--- src/rtl/controle_atuadores_pkg.sv ---
// controle_atuadores_pkg: state enum and actuator encodings shared by the actuator sequencer
package controle_pkg;

    // State names carry an E_ prefix so they do not collide with the arm encodings below
    typedef enum logic [2:0] {
        E_OCIOSO,
        E_AVANCA,
        E_GIRA,
        E_BRACO_DESCE,
        E_VARRE,
        E_BRACO_SOBE,
        E_PAUSA
    } estado_t;

    localparam logic [1:0] MOT_PARA   = 2'b00;
    localparam logic [1:0] MOT_FRENTE = 2'b01;
    localparam logic [1:0] MOT_RE     = 2'b10;

    localparam logic [1:0] BRACO_PARA  = 2'b00;
    localparam logic [1:0] BRACO_DESCE = 2'b01;
    localparam logic [1:0] BRACO_SOBE  = 2'b10;

endpackage

--- src/rtl/controle_atuadores_temporizador.sv ---
// temporizador_descendente: loadable down-counter that parks at zero and flags it
module temporizador_descendente #(
    parameter int CW = 8
) (
    input  logic          clk,
    input  logic          rst_n,
    input  logic          carrega,
    input  logic [CW-1:0] valor,
    output logic          zero
);

    logic [CW-1:0] r_cnt;

    // Load takes precedence; otherwise count down and hold at zero
    always_ff @(posedge clk or negedge rst_n)
        if (!rst_n)
            r_cnt <= '0;
        else if (carrega)
            r_cnt <= valor;
        else if (r_cnt != '0)
            r_cnt <= r_cnt - 1'b1;

    assign zero = (r_cnt == '0);

endmodule

--- src/rtl/controle_atuadores.sv ---
// controle_atuadores: arbitrates navigation requests into timed actuator sequences; CONTADOR_REMOCOES_EN adds a removal counter
module controle_atuadores
    import controle_pkg::*;
#(
    parameter int T_AVANCA = 8,
    parameter int T_GIRA   = 4,
    parameter int T_BRACO  = 6,
    parameter int T_VARRE  = 10,
    parameter int CW       = 8
) (
    input  logic       clockc2,
    input  logic       reset,
    input  logic       avancar,
    input  logic       girar,
    input  logic       remover,
    output logic [1:0] mot_esq,
    output logic [1:0] mot_dir,
    output logic [1:0] braco,
    output logic       varre,
    output logic       ocupado,
    output logic       cmd_ack,
    output logic       concluido
`ifdef CONTADOR_REMOCOES_EN
    ,
    output logic [7:0] n_remocoes
`endif
);

    localparam logic [CW-1:0] V_AVANCA = CW'(T_AVANCA - 1);
    localparam logic [CW-1:0] V_GIRA   = CW'(T_GIRA - 1);
    localparam logic [CW-1:0] V_BRACO  = CW'(T_BRACO - 1);
    localparam logic [CW-1:0] V_VARRE  = CW'(T_VARRE - 1);

    estado_t       r_estado;
    estado_t       w_prox;
    logic          w_carrega;
    logic [CW-1:0] w_valor;
    logic          w_zero;

    temporizador_descendente #(.CW(CW)) u_tempo (
        .clk     (clockc2),
        .rst_n   (reset),
        .carrega (w_carrega),
        .valor   (w_valor),
        .zero    (w_zero)
    );

    // Next state plus the counter reload issued on entry to each timed state
    always_comb begin
        w_prox    = r_estado;
        w_carrega = 1'b0;
        w_valor   = '0;
        case (r_estado)
            E_OCIOSO:
                if (remover) begin
                    w_prox    = E_BRACO_DESCE;
                    w_carrega = 1'b1;
                    w_valor   = V_BRACO;
                end else if (girar) begin
                    w_prox    = E_GIRA;
                    w_carrega = 1'b1;
                    w_valor   = V_GIRA;
                end else if (avancar) begin
                    w_prox    = E_AVANCA;
                    w_carrega = 1'b1;
                    w_valor   = V_AVANCA;
                end
            E_AVANCA, E_GIRA, E_BRACO_SOBE:
                if (w_zero) w_prox = E_PAUSA;
            E_BRACO_DESCE:
                if (w_zero) begin
                    w_prox    = E_VARRE;
                    w_carrega = 1'b1;
                    w_valor   = V_VARRE;
                end
            E_VARRE:
                if (w_zero) begin
                    w_prox    = E_BRACO_SOBE;
                    w_carrega = 1'b1;
                    w_valor   = V_BRACO;
                end
            E_PAUSA:
                w_prox = E_OCIOSO;
            default:
                w_prox = E_OCIOSO;
        endcase
    end

    // State and outputs advance together, outputs decoded from the state being entered
    always_ff @(posedge clockc2 or negedge reset)
        if (!reset) begin
            r_estado  <= E_OCIOSO;
            mot_esq   <= MOT_PARA;
            mot_dir   <= MOT_PARA;
            braco     <= BRACO_PARA;
            varre     <= 1'b0;
            ocupado   <= 1'b0;
            cmd_ack   <= 1'b0;
            concluido <= 1'b0;
        end else begin
            r_estado  <= w_prox;
            mot_esq   <= (w_prox == E_AVANCA || w_prox == E_GIRA) ? MOT_FRENTE : MOT_PARA;
            mot_dir   <= (w_prox == E_AVANCA) ? MOT_FRENTE : (w_prox == E_GIRA) ? MOT_RE : MOT_PARA;
            braco     <= (w_prox == E_BRACO_DESCE) ? BRACO_DESCE : (w_prox == E_BRACO_SOBE) ? BRACO_SOBE : BRACO_PARA;
            varre     <= (w_prox == E_VARRE);
            ocupado   <= (w_prox != E_OCIOSO);
            cmd_ack   <= (r_estado == E_OCIOSO) && (w_prox != E_OCIOSO);
            concluido <= (w_prox == E_PAUSA);
        end

`ifdef CONTADOR_REMOCOES_EN
    // Count completed removals, saturating rather than wrapping
    always_ff @(posedge clockc2 or negedge reset)
        if (!reset)
            n_remocoes <= '0;
        else if (r_estado == E_BRACO_SOBE && w_prox == E_PAUSA && n_remocoes != 8'hFF)
            n_remocoes <= n_remocoes + 1'b1;
`endif

endmodule

--- config.mk ---
export PLATFORM = sky130hd
export DESIGN_NAME = controle_atuadores
export DESIGN_NICKNAME = d
export VERILOG_FILES = /design/src/rtl/controle_atuadores_pkg.sv /design/src/rtl/controle_atuadores_temporizador.sv /design/src/rtl/controle_atuadores.sv
export SDC_FILE = /design/constraint.sdc
export NUM_CORES = 1
export LEC_CHECK = 0
export CAP_MARGIN = 20
export CORE_MARGIN = 3
export CORE_UTILIZATION = 53
export DETAILED_ROUTE_END_ITERATION = 10
export PLACE_DENSITY_LB_ADDON = 0.3
export SLEW_MARGIN = 10
export SYNTH_ARGS = -nofsm -noshare
export SYNTH_HDL_FRONTEND = slang
export SYNTH_SLANG_ARGS = --single-unit
--- constraint.sdc ---
create_clock -name clockc2 -period 2.2 [get_ports clockc2]
set_input_delay 0.22 -clock clockc2 [delete_from_list [all_inputs] [get_ports clockc2]]
set_output_delay 0.22 -clock clockc2 [all_outputs]
set_load 0.02 [all_outputs]
==> results.py <==
metrics = {
    "run_status": {
        "status": "completed",
    },
    "sta": {
        "period_needed_ns": 2.01,
        "clock_skew_ns": 0.00211,
        "finalMaxSlewViolations": 0,
        "tns_ns": 0,
        "period_share_pct": 91.4,
        "finalHoldViolations": 0,
        "setup_ws_ns": 0.189,
        "setup_viol": 0,
        "worst_slew_pin_slew_ns": 0.537,
        "slew-limit-headroom_pct": 63.9,
        "rsz0062_at_grt": "no",
        "fmax_mhz": 497,
    },
    "grt": {
        "antenna_found_initial": 0,
        "grt_pass1_wl_mm": 3.75,
        "grt_pass1_vias": 789,
        "grt.overflow.total": 0,
        "track_usage_pct": 19.7,
        "grt_max_degree": 21,
    },
    "clock_tree": {
        "cts_root_buf": "clkbuf_4",
        "cts_resized": 0,
        "clockBufferDepth": 2,
        "htree_levels": 1,
        "cts_setup_buffers": 0,
        "path_clk_slew_ns": 0.11,
        "clock-sinks": 20,
        "ctsHoldBuffers": 0,
        "tritoncts": "done",
        "clk_latency_ns": 0.29,
        "cts_made_buffers": 3,
    },
    "run": {
        "drv_cap": 0,
    },
    "finish": {
        "area_growth_pct": 17.3,
        "antenna_cells": 0,
        "final_common_cell": "dfrtp_1",
        "fin_area_mm2": 0.00126,
        "drive_gt1_share_pct": 10.5,
        "nets": 132,
        "fin_cells": 149,
        "final_cell_mix": "20 x dfrtp_1, 13 x nor2_1, 13 x clkdlybuf4s50_1",
    },
    "pwr": {
        "p_per_area_mw_per_mm2": 1220,
        "power_switching_mw": 0.624,
        "seqPwrFrac_pct": 44.1,
        "ir_worst_vdd_mv": 0.711,
        "switching_share_pct": 40.6,
        "clockPowerShare_pct": 13.6,
        "p_leak_nw": 0.550,
        "p_int_mw": 0.914,
        "pwr-share-comb_pct": 42.3,
        "finalPower_mw": 1.54,
    },
    "worst_setup_path": {
        "crit_path_end_kind": "flop",
        "worstPathRequired_ns": 2.39,
        "arrival_ns": 2.20,
        "start_kind": "flop",
        "path_class": "reg -> reg",
        "path_max_fanout": 9,
    },
    "drt": {
        "wl_met3_um": 152,
        "wl_met1_um": 955,
        "dr.pass1.iters": 4,
        "vias_per_cell": 5.95,
        "final_antenna_net_count": 0,
        "dr.first_iter.drc_count": 41,
        "route.detailed.drc": 0,
        "drt-total-wl_mm": 2.21,
        "wl_met2_mm": 1.05,
        "route.detailed.wl_per_inst_um": 14.9,
        "highest_layer": "met4",
        "vias": 886,
    },
    "yosys": {
        "synth-seq-cells": 20,
        "post_synth_num_cell_types": 41,
        "yosys_warnings": 0,
        "syn-num-nets": 117,
        "async_flop_share_pct": 100,
        "synth_ff_type": "dfrtp_1",
        "synth_edf_count": 0,
        "syn-instance-count": 110,
        "synth.avg_cell_area_um2": 9.80,
        "syn_area_mm2": 0.00108,
        "yosysSeqAreaShare_pct": 46.4,
    },
    "place": {
        "dp_hpwl_mm": 1.57,
        "gp_congestion": 0.819,
        "dpl_worst_slack_ns": 0.243,
        "io_buffers": 13,
        "place_area_mm2": 0.00123,
        "dp.cells": 145,
    },
    "floorplan": {
        "boundaryPins": 15,
        "fp-row-count": 15,
        "fp.dieH_um": 51.1,
        "die-area_mm2": 0.00261,
        "initial_utilization_pct": 59.2,
        "die_x_um": 51.1,
        "core-area_mm2": 0.00182,
    },
    "worst_hold_path": {
        "hold_path.class": "in -> async",
    },
}
sequential cells by signal, indices dropped and copies added (netlist names):
signal and cells:
mot_dir 2, varre 1, r_estado 3, braco 2, concluido 1, u_tempo.r_cnt 8, ocupado 1, cmd_ack 1
mot_esq 1
critical path: stages (launching register included):
cell and delay, ns:
dfrtp_1 0.40, inv_1 0.12, ha_1 0.17, nor3b_2 0.47, and2_1 0.43, nor3_1 0.10, or2_1 0.21
final timing paths:
| check | startpoint | end | slack [ns] | cells past startpoint |
|---|---|---|---|---|
| min | reset | mot_dir[0] | 0.24 | 2 |
| max | u_tempo.r_cnt[0] | u_tempo.r_cnt[2] | 0.19 | 6 |
| min reg2reg | u_tempo.r_cnt[6] | u_tempo.r_cnt[6] | 0.63 | 2 |
| max in group asynchronous | reset | u_tempo.r_cnt[3] | 1.76 | 2 |
| max reg2reg | u_tempo.r_cnt[0] | u_tempo.r_cnt[2] | 0.19 | 6 |
| min in group clockc2 | u_tempo.r_cnt[6] | u_tempo.r_cnt[6] | 0.63 | 2 |
area by class of cell:
cell class,instances,area (um^2)
fill,154,556
multi-input combinational,80,529
sequential,20,500
timing repair buffer,16,153
clock buffer,4,36.3
tap,25,31.3
inverter,4,15.0
power by group through the flow:
stage / registers [mW] / clock network [mW] / logic (mW)
final: 0.678 / 0.209 / 0.651
after global routing: 0.703 / 0.238 / 0.727
after CTS: 0.675 / 0.216 / 0.652
after detailed placement: 0.681 / 0 / 0.646
after global placement: 0.669 / 0 / 0.623
after floorplan: 0.655 / 0 / 0.473
logic make-up (layout without fill, tap and decap cells):
kind of cell | count (synthesis) | in the layout | share of synthesized area [%]
AO/OA/AOI/OAI | 23 | 23 | 15.8
XOR/XNOR | 5 | 5 | 4.06
adder cells (fa/ha/maj) | 2 | 2 | 2.32
buffers and inverters | 10 | 24 | 4.52
flip-flops | 20 | 20 | 46.4
multiplexers | 2 | 2 | 1.86
other | 1 | 1 | 0.348
AND/OR/NAND/NOR | 47 | 47 | 24.7
per-stage QoR:
| stage | hold slack, ns | utilization (%) |
|---|---|---|
| 5_1_grt | 0.236 | 69.5 |
| 4_1_cts | 0.242 | 69.5 |
| 3_5_place_dp | 0.580 | 67.5 |
| 3_3_place_gp | 0.580 | 67.5 |
| 2_1_floorplan | -0.0756 | - |
| 6_report | 0.239 | 69.5 |
routing by layer:
layer  up-vias  global-route usage, %
li1        420                      -
met1       418                   27.4
met2        42                   29.2
met3         6                   2.62
met4         0                   11.7
met5         -                      0
cell usage after synthesis, drive strengths merged (2+ instances only):
master,n,area (um^2)
dfrtp,20,500
nor2,13,48.8
nand2,10,45.0
a21oi,6,30.0
nor3,6,30.0
xnor2,5,43.8
clkbuf,4,15.0
inv,4,15.0
nand3,3,15.0
nor3b,3,27.5
nor4,3,40.0
a2111oi,2,25.0
a211oi,2,15.0
a32oi,2,17.5
buf,2,18.8
ha,2,25.0
mux2i,2,20.0
o21a,2,15.0
o21ai,2,10.0
o31ai,2,15.0
or2,2,12.5
or3,2,12.5
(Power assumes the default switching activity.)
